--- src/rtl/l1a_match_gen_if.sv ---
//------------------------------------------------------------------------------
// Module      : l1a_match_gen_if
// Description : LCT/L1A inputs, configuration and match/status outputs of
//               l1a_match_gen.
// Revision    : 1.0 - initial release
//------------------------------------------------------------------------------
`default_nettype none

interface l1a_match_gen_if #(
    parameter int DEPTH = 16
);
    localparam int c_pw = $clog2(DEPTH) + 1;

    logic            LCT;
    logic            L1A;
    logic            LAT_12_5US;
    logic            MTCH_3BX;
    logic [5:0]      LCT_L1A_DLY;
    logic            L1A_OUT;
    logic            L1A_MATCH;
    logic            LCT_TIMEOUT;
    logic [c_pw-1:0] PENDING;
    logic            FULL;
    logic            OVF;

    modport master (
        output LCT, L1A, LAT_12_5US, MTCH_3BX, LCT_L1A_DLY,
        input  L1A_OUT, L1A_MATCH, LCT_TIMEOUT, PENDING, FULL, OVF
    );

    modport slave (
        input  LCT, L1A, LAT_12_5US, MTCH_3BX, LCT_L1A_DLY,
        output L1A_OUT, L1A_MATCH, LCT_TIMEOUT, PENDING, FULL, OVF
    );
endinterface

`default_nettype wire

--- src/rtl/l1a_match_gen.sv ---
//------------------------------------------------------------------------------
// Module      : l1a_match_gen
// Description : Timestamps LCTs into a due-time FIFO and qualifies each L1A
//               against the oldest pending LCT, producing L1A_OUT/L1A_MATCH.
// Revision    : 1.0 - initial release
//------------------------------------------------------------------------------
`default_nettype none

module l1a_match_gen #(
    parameter int DEPTH = 16,
    parameter int TMR   = 0
) (
    input  wire logic       CLK,
    input  wire logic       RST,
    l1a_match_gen_if.slave  bus
);
    localparam int c_aw     = $clog2(DEPTH);
    localparam int c_cw     = c_aw + 1;
    localparam int c_sw     = 12 + 2 * c_aw + c_cw;
    localparam int c_copies = (TMR != 0) ? 3 : 1;
    localparam logic [c_cw-1:0] c_full_cnt = c_cw'(DEPTH);

    logic [c_sw-1:0]   w_st;
    logic [c_sw-1:0]   w_st_next;
    logic [11:0]       w_bx;
    logic [c_aw-1:0]   w_wr_ptr;
    logic [c_aw-1:0]   w_rd_ptr;
    logic [c_cw-1:0]   w_count;
    logic [c_cw-1:0]   w_count_next;
    logic [11:0]       w_lat;
    logic [11:0]       w_due;
    logic [11:0]       w_head;
    logic [11:0]       w_diff;
    logic signed [11:0] w_win;
    logic              w_empty;
    logic              w_full;
    logic              w_in_win;
    logic              w_expired;
    logic              w_pop;
    logic              w_push;
    logic              w_drop;

    logic [11:0]       r_mem [DEPTH];
    logic              r_l1a_out;
    logic              r_l1a_match;
    logic              r_timeout;
    logic              r_ovf;

    // BX counter, both pointers and the occupancy count share one state word so
    // the triplicated build votes them together.
    assign {w_bx, w_wr_ptr, w_rd_ptr, w_count} = w_st;

    genvar gi;
    for (gi = 0; gi < c_copies; gi++) begin : g_copy
        logic [c_sw-1:0] r_st;
        always_ff @(posedge CLK) begin
            if (RST) r_st <= '0;
            else     r_st <= w_st_next;
        end
    end

    if (TMR != 0) begin : g_vote
        assign w_st = (g_copy[0].r_st & g_copy[1].r_st) |
                      (g_copy[0].r_st & g_copy[2].r_st) |
                      (g_copy[1].r_st & g_copy[2].r_st);
    end else begin : g_single
        assign w_st = g_copy[0].r_st;
    end

    assign w_lat   = (bus.LAT_12_5US ? 12'd500 : 12'd128) + {6'd0, bus.LCT_L1A_DLY};
    assign w_due   = w_bx + w_lat;
    assign w_head  = r_mem[w_rd_ptr];
    assign w_diff  = w_bx - w_head;
    assign w_win   = bus.MTCH_3BX ? 12'sd1 : 12'sd2;
    assign w_empty = (w_count == '0);
    assign w_full  = (w_count == c_full_cnt);

    // Latency never exceeds 563 BX, so the 12-bit signed difference stays
    // unambiguous across the counter wrap.
    assign w_in_win  = !w_empty && ($signed(w_diff) >= -w_win) && ($signed(w_diff) <= w_win);
    assign w_expired = !w_empty && ($signed(w_diff) > w_win);

    // An L1A landing on an expired head blocks the pop; the timeout follows next cycle.
    assign w_pop  = bus.L1A ? w_in_win : w_expired;
    assign w_push = bus.LCT && (!w_full || w_pop);
    assign w_drop = bus.LCT && w_full && !w_pop;

    assign w_count_next = w_count + c_cw'(w_push) - c_cw'(w_pop);
    assign w_st_next    = {w_bx + 12'd1,
                           w_push ? w_wr_ptr + c_aw'(1) : w_wr_ptr,
                           w_pop  ? w_rd_ptr + c_aw'(1) : w_rd_ptr,
                           w_count_next};

    always_ff @(posedge CLK) begin
        if (w_push) r_mem[w_wr_ptr] <= w_due;
    end

    always_ff @(posedge CLK) begin
        if (RST) begin
            r_l1a_out   <= 1'b0;
            r_l1a_match <= 1'b0;
            r_timeout   <= 1'b0;
            r_ovf       <= 1'b0;
        end else begin
            r_l1a_out   <= bus.L1A;
            r_l1a_match <= bus.L1A && w_in_win;
            r_timeout   <= !bus.L1A && w_expired;
            if (w_drop) r_ovf <= 1'b1;
        end
    end

    assign bus.L1A_OUT     = r_l1a_out;
    assign bus.L1A_MATCH   = r_l1a_match;
    assign bus.LCT_TIMEOUT = r_timeout;
    assign bus.PENDING     = w_count;
    assign bus.FULL        = w_full;
    assign bus.OVF         = r_ovf;
endmodule

`default_nettype wire
--- src/flat_wrapper.sv ---
// flat-port wrapper written by rule: the top's interface ports become plain ports
module l1a_match_gen_flat 
#(
    parameter int DEPTH = 16,
    parameter int TMR   = 0
)
  (CLK, RST, bus_LCT, bus_L1A, bus_LAT_12_5US, bus_MTCH_3BX, bus_LCT_L1A_DLY, bus_L1A_OUT, bus_L1A_MATCH, bus_LCT_TIMEOUT, bus_PENDING, bus_FULL, bus_OVF);
  l1a_match_gen_if #(.DEPTH(DEPTH)) bus_i ();
  input  wire logic CLK;
  input  wire logic RST;
  input wire logic [$bits(bus_i.LCT)-1:0] bus_LCT;
  input wire logic [$bits(bus_i.L1A)-1:0] bus_L1A;
  input wire logic [$bits(bus_i.LAT_12_5US)-1:0] bus_LAT_12_5US;
  input wire logic [$bits(bus_i.MTCH_3BX)-1:0] bus_MTCH_3BX;
  input wire logic [$bits(bus_i.LCT_L1A_DLY)-1:0] bus_LCT_L1A_DLY;
  output wire logic [$bits(bus_i.L1A_OUT)-1:0] bus_L1A_OUT;
  output wire logic [$bits(bus_i.L1A_MATCH)-1:0] bus_L1A_MATCH;
  output wire logic [$bits(bus_i.LCT_TIMEOUT)-1:0] bus_LCT_TIMEOUT;
  output wire logic [$bits(bus_i.PENDING)-1:0] bus_PENDING;
  output wire logic [$bits(bus_i.FULL)-1:0] bus_FULL;
  output wire logic [$bits(bus_i.OVF)-1:0] bus_OVF;
  assign bus_i.LCT = bus_LCT;
  assign bus_i.L1A = bus_L1A;
  assign bus_i.LAT_12_5US = bus_LAT_12_5US;
  assign bus_i.MTCH_3BX = bus_MTCH_3BX;
  assign bus_i.LCT_L1A_DLY = bus_LCT_L1A_DLY;
  assign bus_L1A_OUT = bus_i.L1A_OUT;
  assign bus_L1A_MATCH = bus_i.L1A_MATCH;
  assign bus_LCT_TIMEOUT = bus_i.LCT_TIMEOUT;
  assign bus_PENDING = bus_i.PENDING;
  assign bus_FULL = bus_i.FULL;
  assign bus_OVF = bus_i.OVF;
  l1a_match_gen #(.DEPTH(DEPTH), .TMR(TMR)) u_core (.CLK(CLK), .RST(RST), .bus(bus_i));
endmodule
--- config.mk ---
export PLATFORM = sky130hd
export DESIGN_NAME = l1a_match_gen_flat
export DESIGN_NICKNAME = d
export VERILOG_FILES = /design/src/rtl/l1a_match_gen_if.sv /design/src/rtl/l1a_match_gen.sv /design/src/flat_wrapper.sv
export SDC_FILE = /design/constraint.sdc
export NUM_CORES = 1
export LEC_CHECK = 0
export BUFFER_PORTS_ARGS = -buffer_cell sky130_fd_sc_hd__buf_2
export CAP_MARGIN = 40
export CORE_UTILIZATION = 59
export CTS_CLUSTER_DIAMETER = 40
export DETAILED_ROUTE_END_ITERATION = 8
export GPL_TIMING_DRIVEN = 0
export PLACE_DENSITY_LB_ADDON = 0.25
export SYNTH_ARGS = -nofsm -noshare
export SYNTH_HDL_FRONTEND = slang
export SYNTH_SLANG_ARGS = --single-unit
--- constraint.sdc ---
create_clock -name CLK -period 10.1 [get_ports CLK]
set_input_delay 0.505 -clock CLK [delete_from_list [all_inputs] [get_ports CLK]]
set_output_delay 0.505 -clock CLK [all_outputs]
set_load 0.01 [all_outputs]
* Yosys cells after proc, flatten, opt, wreduce, memory -nomap -nowiden
Memory sizes are Yosys's and may differ from the RTL's. A register that Yosys moved wholly into a read port is not among the register bits.
Cells that the tools add are included.
** Storage, ports and cells
- Register bits :: 29
- RAM bits :: 192
- Bits of input ports :: 12
- Output and inout bits :: 10
- Logic and storage cells :: 42
- Memories :: 1
** Cells by class
- $add $sub $neg :: 9
- Magnitude comparators :: 3
- Equality and inequality tests :: 1
- Mux-type cells :: 7
- Reduce and logical (&&, ||, !) cells :: 14
** Memories
- u_core.r_mem :: depth 16, width 12, rd ports 1, clocked after memory_dff 1, wr ports 1, RTL line l1a_match_gen.sv:43 : logic [11:0] r_mem [DEPTH];
** Operators with widths (count)
- $add 12x1->12 const B :: 1
- $add 12x12->12 :: 1
- $add 12x6->12 :: 1
- $ge 12x12->1 :: 1
- $gt 12x12->1 :: 1
- $le 12x12->1 :: 1
- $neg 12->12 :: 1
- $sub 12x12->12 :: 1
- $mux 9 :: 1
- $add 4x1->4 const B :: 2
- $logic_and 1x1->1 :: 8
- $mux 4 :: 2
- $add 5x1->5 :: 1
- $eq 5x5->1 const B :: 1
- $logic_not 5->1 :: 1
- $sub 5x1->5 :: 1
- $logic_not 1->1 :: 4
- $mux 1 :: 3
- $mux 2 :: 1
- $logic_or 1x1->1 :: 1

* Logic depth before layout (Yosys ltp)
Gate-level depths: netlist of run 1.
- Depth after elaboration :: 10
- Mapped depth :: 26
- Gate-level depth less buffers :: 23

* Least setup slack after synthesis of run 1
Ideal clock, no wire load.
- Path kind :: reg-to-reg
- From :: reg with a tool-made name
- To :: reg u_core.g_copy[0].r_st[4]
- Library setup time :: 0.070 ns
- Arrival time :: 6.123 ns
- Required time :: 10.030 ns
- Path slack :: 3.907 ns
- Cell stages (with the launch flop) :: 25
- Path buffers :: 3
- Cell sequence :: dfxtp_1 -> buf_6 -> buf_1 -> mux4_2 -> mux4_2 -> ha_1 -> fa_1 -> nor2b_1 -> o2111ai_1 -> and2_1 -> o311ai_1 -> nand4b_1 -> nor3_1 -> o41a_1 -> nand2_1 -> clkbuf_1 -> inv_1 -> ha_1 -> inv_1 -> ha_1 -> fa_1 -> a21oi_1 -> nor2_1 -> or3_1 -> a21oi_1
** RTL lines
- end signal, assigned :: RTL line l1a_match_gen.sv:58 : else r_st <= w_st_next;
- end, declared :: RTL line l1a_match_gen.sv:55 : logic [c_sw-1:0] r_st;

==> flow_summary.json, run 1 <==
{
  "vias_per_cell": 6.425,
  "path_max_fanout": 10,
  "synth_edf_count": 192,
  "p_leak_nw": 4.161,
  "finalMaxSlewViolations": 0,
  "cpPeakStageDelay_ns": 0.64,
  "p_comb_share_pct": 23.0,
  "diodes": 0,
  "final_cell_mix": "edfxtp_1, mux4_2, ha_1, dfxtp_1, inv_1",
  "p_int_mw": 1.965,
  "drt_iter0_drc": 632,
  "switching_share_pct": 27.82,
  "port_buffers": 21,
  "fmax_ghz": 0.1358,
  "place_hpwl_mm": 14.65,
  "via_count": 5988,
  "grt_antenna_before_repair": 0,
  "ctsRootBufferMaster": "clkbuf_16",
  "p_switching_mw": 0.7576,
  "chipHeight_um": 133.1,
  "globalplace.congestion": 0.8509,
  "grt_pass1_wl_mm": 35.45,
  "slew_headroom_pct": 38.64,
  "ys_seq_area_share_pct": 63.33,
  "die_w_um": 133.1,
  "grt_overflow_total": 0,
  "seq_power_share_pct": 40.3,
  "postCtsSetupBuffers": 0,
  "cts_inserted_buffers": 28,
  "ys_types": 57,
  "status": "finished clean",
  "cts_tree": "built",
  "crit_required_ns": 10.56,
  "cts-resized-gates": 0,
  "cts_sinks": 225,
  "insertion_delay_ns": 0.55,
  "cp-start-kind": "flip-flop",
  "fin_hold_ws_ns": 0.3306,
  "coreArea_um2": 16700,
  "syn_to_final_growth_pct": 15.01,
  "rows": 47,
  "crit_top_cell": "ha_1",
  "min-delay-start": "RST",
  "ir_drop_mv": 0.1697,
  "period_share_pct": 72.89,
  "h-tree-depth": 1,
  "syn_area_um2": 10150,
  "start_util_pct": 60.76,
  "io_pins": 22,
  "postSynthAreaPerCell_um2": 16.26,
  "rsz0062_at_grt": "no",
  "layout_commonest_cell": "edfxtp_1",
  "die-area_um2": 17730,
  "fin_setup_tns_ns": 0,
  "route.antenna.remaining_nets": 0,
  "grt_max_degree": 17,
  "synth_ff_type": "edfxtp_1",
  "ctsLongestPathBuffers": 3,
  "yosys_warnings": 0,
  "finalHoldViolCount": 0,
  "finalSetupViolCount": 0,
  "drc": 0,
  "worst_slew_pin_slew_ns": 0.9203,
  "cts_hold_buf": 0,
  "power_density_nw_per_um2": 233.3,
  "critPathKind": "flip-flop to flip-flop",
  "clock-skew-final_ns": 0.01944,
  "endpoint_kind": "flip-flop",
  "grt.total_usage_pct": 27.65,
  "syn_nets": 682,
  "pwr-share-clk_pct": 36.7,
  "slowest_stage": "buf_1",
  "ys_async_sr_fraction_pct": 0,
  "ys_ff_latch": 225,
  "dr.pass1.iters": 5,
  "path_clk_slew_ns": 0.05,
  "first_global_vias": 5980,
  "final_nets": 750,
  "drive_above_1_share_pct": 21.91,
  "path_cells": "buf_2, buf_1, mux4_2, mux4_2, ha_1, fa_1, nor2b_1, o2111ai_1, and2_1, o311ai_1, nand4b_1, nor3_1, o41a_1, nand2_1, clkbuf_1, inv_1, ha_1, inv_1, ha_1, fa_1, a21oi_1, nor2_1, or3_1, a21oi_1",
  "cap_violations": 0,
  "drt-total-wl_mm": 23.24,
  "wl_per_cell_um": 24.93,
  "critical_path_arrival_ns": 7.82,
  "syn-instance-count": 624,
  "finalCriticalPeriod_ns": 7.362,
  "hold_path_class": "primary input to flip-flop"
}
[flip-flops by register name, summed over array words and instances, names as in the netlist, named ones only]
signal and flops:
u_core.bus.LCT_TIMEOUT 1, u_core.bus.L1A_OUT 1, u_core.g_copy.r_st 25, u_core.bus.L1A_MATCH 1
u_core.r_mem 192, u_core.bus.OVF 1
[stage by stage]
stage	setup slack [ns]	util (%)	instance area, µm²	power (mW)	std cells
after floorplan	3.907	-	10150	1.551	624
after global placement	2.549	63.04	10530	1.679	865
after detailed placement	2.959	64.03	10690	1.725	881
after CTS	2.839	69.79	11650	2.732	931
after global routing	2.340	69.88	11670	2.824	932
final	2.738	69.88	11670	2.723	932
[final timing paths]
path / slack [ns] / endpoint / cells past startpoint
worst max-delay path: 2.74 / u_core.g_copy[0].r_st[4] / 24
worst min-delay path: 0.33 / u_core.bus.LCT_TIMEOUT / 3
worst max register to register: 2.74 / u_core.g_copy[0].r_st[4] / 24
worst min register to register: 0.46 / u_core.bus.OVF / 2
[layer usage]
metal / GRT usage, % / share of wire [%]
met5: 0 / 0
met4: 9.280 / 3.2
met3: 5.061 / 8.2
met2: 47.29 / 50
met1: 36.01 / 38
[power by group through the flow]
stage | sequential (mW) | combinational, mW | clock [mW]
2_1_floorplan | 1.11 | 0.442 | 0
4_1_cts | 1.10 | 0.625 | 1.01
3_3_place_gp | 1.11 | 0.567 | 0
5_1_grt | 1.10 | 0.680 | 1.04
3_5_place_dp | 1.11 | 0.610 | 0
6_report | 1.10 | 0.628 | 0.998
[synth_stat cells, types with 2 or more instances]
master	count	area, µm²
nor2_1	29	108.9
nand4_1	5	31.28
nor2b_1	14	87.58
nand3_1	15	75.07
o2111ai_1	2	17.52
xnor2_2	2	32.53
a21o_1	9	67.56
nor4b_1	3	26.28
mux2_1	2	22.52
buf_4	5	37.54
xor2_1	9	78.83
edfxtp_1	192	5766
a2111oi_0	3	26.28
mux4_2	59	1329
a21oi_1	25	125.1
a211o_1	3	26.28
xnor2_1	13	113.9
buf_1	7	26.28
clkbuf_1	8	30.03
and2_1	3	18.77
and3_1	19	118.9
o211ai_1	3	22.52
o21bai_1	5	37.54
inv_1	32	120.1
a211oi_1	2	15.01
or3_1	10	62.56
ha_1	40	500.5
nor3_1	8	40.04
o311ai_1	2	17.52
mux2i_1	3	30.03
o21ai_0	14	70.07
dfxtp_1	33	660.6
fa_1	6	120.1
nand2_1	13	48.80
or4_1	2	15.01
o21a_1	3	22.52
[kinds of logic (layout without fill, tap and decap cells)]
| family | count (synthesis) | count (layout) | synth area share [%] |
|---|---|---|---|
| flip-flops | 225 | 225 | 63.33 |
| AND/OR/NAND/NOR | 129 | 129 | 6.979 |
| AO/OA/AOI/OAI | 81 | 81 | 5.364 |
| multiplexers | 65 | 65 | 13.72 |
| buffers and inverters | 54 | 142 | 2.269 |
| adder cells (fa/ha/maj) | 46 | 46 | 6.116 |
| XOR/XNOR | 24 | 24 | 2.220 |
[cell type report]
cell class	count	area (µm²)
clock buffer	36	792.0
clock inverter	14	168.9
fill	1066	5031
multi-input combinational	345	3496
sequential	225	6426
tap	220	275.3
inverter	32	120.1
timing repair buffer	38	281.5
buffer	22	110.1
[worst max-delay path, delay by kind of cell (launching register included)]
kind / cells / cell delay (ns)
DFF: 1 / 0.40
muxes: 2 / 0.98
AOI/OAI and AO/OA: 5 / 1.54
adders and majority gates: 5 / 1.56
buffers and inverters: 5 / 1.39
and+or+nand+nor: 7 / 1.40
Note: power is estimated with default switching activity, not from simulation.
==> run 2: changes to the inputs <==
CORE_UTILIZATION = 56   (was 59)
clock period = 6.4 ns   (was 10.1 ns; I/O delays follow)
==> run 2 against run 1 <==
Against the previous run:
- via count fell by 0.45%
- largest cell class unchanged
- sequential power increased by 57%
- combinational power up 69%
- cell count rose by 2.1%
- largest power group is now the clock network
- highest routed layer unchanged
- critical path type unchanged
- final area up 2.7%
==> flow_summary.json, run 2 (synthesized netlist as in run 1, its figures left out) <==
{
  "status": "finished clean",
  "cpPeakStageDelay_ns": 0.54,
  "via_count": 5961,
  "power_density_nw_per_um2": 382.3,
  "layout_commonest_cell": "edfxtp_1",
  "final_nets": 762,
  "period_share_pct": 96.48,
  "place_hpwl_mm": 14.75,
  "finalCriticalPeriod_ns": 6.175,
  "die-area_um2": 18660,
  "ir_drop_mv": 0.2828,
  "switching_share_pct": 27.58,
  "placed_cells": 886,
  "finalSetupViolCount": 0,
  "grt_overflow_total": 0,
  "rrSetupSlack_ns": 0.23,
  "finalHoldViolCount": 0,
  "drt-total-wl_mm": 23.02,
  "min-delay-start": "bus_L1A",
  "final_cell_mix": "edfxtp_1, mux4_2, ha_1, dfxtp_1, inv_1",
  "port_buffers": 21,
  "largest_register": "u_core.r_mem",
  "insertion_delay_ns": 0.55,
  "finalMaxSlewViolations": 0,
  "clock-skew-final_ns": 0.02026,
  "start_util_pct": 58.06,
  "critPathKind": "flip-flop to flip-flop",
  "rows": 48,
  "drc": 0,
  "largest_register_ffs": 192,
  "die_w_um": 136.6,
  "rsz0062_at_grt": "no",
  "p_switching_mw": 1.263,
  "io_pins": 22,
  "place_ws_ns": -0.6847,
  "grt.total_usage_pct": 25.78,
  "ctsLongestPathBuffers": 3,
  "fmax_ghz": 0.1619,
  "min_to": "u_core.bus.LCT_TIMEOUT",
  "cp_num_buf_inv": 6,
  "cpLargestDelayFamily": "adder cells",
  "wl_per_cell_um": 24.18,
  "cts_tree": "built",
  "reg_top3": "u_core.r_mem x192, u_core.g_copy.r_st x25",
  "ctsRootBufferMaster": "clkbuf_16",
  "p_leak_nw": 4.325,
  "hold_path_class": "primary input to flip-flop",
  "diodes": 0,
  "critical_path_arrival_ns": 6.64,
  "path_max_fanout": 9,
  "fin_area_um2": 11980,
  "syn_to_final_growth_pct": 18.06,
  "pwr-share-clk_pct": 39.0,
  "chipHeight_um": 136.6,
  "grt_pass1_wl_mm": 34.53,
  "p_comb_share_pct": 23.2,
  "r2r-end": "u_core.g_copy[0].r_st[4]",
  "hold_depth": 3,
  "fin_hold_ws_ns": 0.1315,
  "h-tree-depth": 1,
  "drive_above_1_share_pct": 26.96,
  "fin_ws_ns": 0.2250,
  "endpoint_kind": "flip-flop",
  "grt_antenna_before_repair": 0,
  "cap_violations": 0,
  "r2r_cells": 26,
  "cts_sinks": 225,
  "globalplace.congestion": 0.8908,
  "seq_power_share_pct": 37.8,
  "cts_hold_buf": 0,
  "cp-start-kind": "flip-flop",
  "first_global_vias": 5994,
  "final_cells": 952,
  "p_int_mw": 3.317,
  "path_clk_slew_ns": 0.05,
  "coreArea_um2": 17480,
  "place_area_um2": 10700,
  "route.antenna.remaining_nets": 0,
  "worst_slew_pin_slew_ns": 0.9023,
  "slew_headroom_pct": 39.85,
  "drt_iter0_drc": 544,
  "slowest_stage": "mux4_2",
  "crit_required_ns": 6.87,
  "fin_setup_tns_ns": 0,
  "dr.pass1.iters": 5,
  "cts_inserted_buffers": 29,
  "grt_max_degree": 17,
  "vias_per_cell": 6.262
}
run 2: repair_timing:
item,CTS,global route
gates resized for setup,14,20
setup buffers,1,12
endpoints found under the setup margin,112,2
pin swaps,2,7
run 2: worst reg2reg max path: cells and delay by family (launching register included):
family                     cells  cell delay, ns
muxes                          2            1.05
buffers and inverters          6            0.63
DFF                            1            0.37
adders and majority gates      6            1.86
AOI/OAI and AO/OA              4            0.65
and+or+nand+nor                8            1.52
run 2: how the worst max path moves through the flow:
stage | to | slack [ns] | depth (start not counted)
floorplan | u_core.g_copy[0].r_st[4] | 0.21 | 24
global placement | u_core.r_mem[3][8] | -0.94 | 15
detailed placement | u_core.g_copy[0].r_st[4] | -0.68 | 24
CTS | u_core.g_copy[0].r_st[4] | 0.002 | 24
global route | u_core.g_copy[0].r_st[4] | 0.002 | 25
finish | u_core.g_copy[0].r_st[4] | 0.23 | 26
run 2: per-layer routing:
metal / up-vias / wire, µm / GRT usage, %
met5: - / 0 / 0
met4: 0 / 705 / 8.889
met3: 53 / 1763 / 3.926
met2: 286 / 11360 / 42.67
met1: 2980 / 9198 / 35.05
li1: 2642 / - / -
run 2: area by class of cell:
class / instances / area, µm²
Buffer: 21 / 123.9
Clock buffer: 32 / 737.0
Clock inverter: 22 / 341.6
Fill cell: 1114 / 5497
Inverter: 32 / 120.1
Multi-Input combinational cell: 345 / 3586
Sequential cell: 225 / 6426
Tap cell: 225 / 281.5
Timing Repair Buffer: 50 / 364.1
run 2: power by group through the flow:
stage	sequential, mW	combinational (mW)	clock, mW
floorplan	1.75	0.697	0
global placement	1.76	0.896	0
detailed placement	1.76	0.971	0
CTS	1.73	1.01	1.80
global route	1.73	1.15	1.86
finish	1.73	1.06	1.79
run 2: metrics by stage:
step	power, mW	util [%]
6_report	4.580	68.55
3_3_place_gp	2.652	60.27
4_1_cts	4.537	67.71
3_5_place_dp	2.730	61.20
2_1_floorplan	2.447	-
5_1_grt	4.751	68.55
==> run 3: changes to the inputs <==
CELL_PAD_IN_SITES_DETAIL_PLACEMENT = 0   (was unset)
CELL_PAD_IN_SITES_GLOBAL_PLACEMENT = 1   (was unset)
CORE_UTILIZATION = 49   (was 56)
==> run 3 against run 2 <==
Against the previous run:
- worst hold slack worse by 0.024 ns
- register-to-register slack better by 0.06 ns
- sequential power is essentially flat
- via count is 1.9% lower
- die area increased by 14%
- wire length shrank 1.1%
- largest cell class unchanged
- worst setup slack improved by 0.057 ns
- critical endpoint unchanged
- highest routed layer unchanged
- global-route usage shrank 3.9 points
- combinational power decreased by 4%
- sequential cell count stayed put
==> flow_summary.json, run 3 (synthesized netlist as in run 1, its figures left out) <==
{
  "status": "finished clean",
  "wl_per_cell_um": 22.95,
  "insertion_delay_ns": 0.55,
  "grt_max_degree": 17,
  "first_global_vias": 5936,
  "critical_path_arrival_ns": 6.59,
  "reg_top3": "u_core.r_mem x192, u_core.g_copy.r_st x25",
  "endpoint_kind": "flip-flop",
  "placed_cells": 932,
  "finalSetupViolCount": 0,
  "finalCriticalPeriod_ns": 6.118,
  "port_buffers": 21,
  "vias_per_cell": 5.896,
  "ctsLongestPathBuffers": 3,
  "path_clk_slew_ns": 0.06,
  "finalHoldViolCount": 0,
  "finalMaxSlewViolations": 0,
  "ir_drop_mv": 0.2740,
  "chipHeight_um": 145.9,
  "drt-total-wl_mm": 22.77,
  "grt_overflow_total": 0,
  "fin_hold_ws_ns": 0.1072,
  "hold_depth": 3,
  "clock-skew-final_ns": 0.01621,
  "h-tree-depth": 1,
  "cts_inserted_buffers": 30,
  "hold_path_class": "primary input to flip-flop",
  "final_nets": 757,
  "place_hpwl_mm": 15.16,
  "io_pins": 22,
  "rows": 52,
  "critPathKind": "flip-flop to flip-flop",
  "ctsRootBufferMaster": "clkbuf_16",
  "syn_to_final_growth_pct": 17.34,
  "route.antenna.remaining_nets": 0,
  "die-area_um2": 21290,
  "dr.pass1.iters": 5,
  "final_cell_mix": "edfxtp_1, mux4_2, ha_1, inv_1, dfxtp_1",
  "cp-start-kind": "flip-flop",
  "largest_register_ffs": 192,
  "utilization_pct": 58.65,
  "drc": 0,
  "power_density_nw_per_um2": 366.0,
  "grt.total_usage_pct": 21.86,
  "crit_required_ns": 6.88,
  "start_util_pct": 49.99,
  "p_leak_nw": 4.245,
  "final_cells": 992,
  "cts_sinks": 225,
  "grt_pass1_wl_mm": 34.71,
  "period_share_pct": 95.60,
  "die_w_um": 145.9,
  "layout_commonest_cell": "edfxtp_1",
  "largest_register": "u_core.r_mem",
  "diodes": 0,
  "via_count": 5849,
  "worst_slew_pin_slew_ns": 0.9880,
  "grt_antenna_before_repair": 0,
  "drive_above_1_share_pct": 25.90,
  "drt_iter0_drc": 442,
  "globalplace.congestion": 0.8388,
  "coreArea_um2": 20300,
  "cap_violations": 0,
  "fmax_ghz": 0.1634,
  "r2r_cells": 23,
  "slew_headroom_pct": 34.13,
  "path_max_fanout": 10,
  "cts_tree": "built"
}
run 3: cell count changes in the layout (fill, tap and decap cells not counted), moves of 2 or more:
| cell | previous run | this run |
|---|---|---|
| a2111oi_1 | 0 | 2 |
| a2111oi_2 | 2 | 0 |
| buf_4 | 28 | 22 |
| buf_6 | 2 | 6 |
| buf_8 | 5 | 3 |
| bufinv_16 | 7 | 1 |
| clkbuf_16 | 29 | 31 |
| clkinv_1 | 1 | 6 |
| inv_8 | 1 | 3 |
| o21ai_0 | 12 | 14 |
| o21ai_1 | 2 | 0 |
run 3: critical path, stage by stage, from the launching register on:
cell and delay, ns:
dfxtp_1 0.39, clkbuf_4 0.26, clkbuf_2 0.39, mux4_2 0.36
mux4_2 0.54, inv_1 0.08, ha_1 0.29, and3_1 0.24
and3_1 0.18, a2111oi_1 0.37, o211ai_1 0.23, a2111oi_1 0.36
and4_2 0.31, o211ai_1 0.21, nand2_2 0.15, inv_1 0.06
ha_1 0.27, inv_1 0.04, ha_1 0.20, fa_1 0.43
a21oi_2 0.16, nor2_1 0.06, or3_1 0.33, a21oi_1 0.13
run 3: cell type report:
class	count	area, µm²
plain buffers	20	136.4
multi-input cells	345	3583
inverters	32	120.1
repair buffers	45	324.1
fillers	1555	8393
clock buffers	33	783.3
well taps	270	337.8
flip-flops and latches	225	6427
clock inverters	22	193.9
run 3: worst paths after layout:
check,to,slack (ns),start
worst max-delay path,u_core.g_copy[0].r_st[4],0.28,flip-flop
worst min-delay path,u_core.bus.LCT_TIMEOUT,0.11,RST
worst max register to register,u_core.g_copy[0].r_st[4],0.28,flip-flop
worst min register to register,u_core.bus.OVF,0.44,u_core.bus.OVF
run 3: where the power goes:
| group | internal, mW | switching, mW | leakage [nW] |
|---|---|---|---|
| sequential | 1.70 | 0.0327 | 2.01 |
| clock | 0.942 | 0.661 | 0.464 |
| combinational | 0.471 | 0.553 | 1.77 |
| total | 3.11 | 1.25 | 4.24 |
run 3: metal layers:
metal / vias up / part of all wire [%] / GRT usage, %
met5: - / 0 / 0
li1: 2628 / - / -
met4: 0 / 3.0 / 7.947
met3: 51 / 6.2 / 3.918
met2: 205 / 49 / 36.29
met1: 2965 / 41 / 29.00
run 3: per-stage QoR:
step           power, mW  TNS, ns  area [µm²]  setup WS, ns
6_report           4.357        0       11910        0.2816
5_1_grt            4.545  -0.1035       11910       -0.1035
4_1_cts            4.329        0       11760       0.02277
3_5_place_dp       2.720   -9.391       10760       -0.7288
3_3_place_gp       2.664   -49.79       10590        -1.217
2_1_floorplan      2.447        0       10150        0.2067
run 3: what timing repair did:
item	4_1_cts	5_1_grt
setup buffers	1	5
endpoints found under the setup margin	106	2
pin swaps	1	7
resized for setup	9	30
hold buffers	0	0
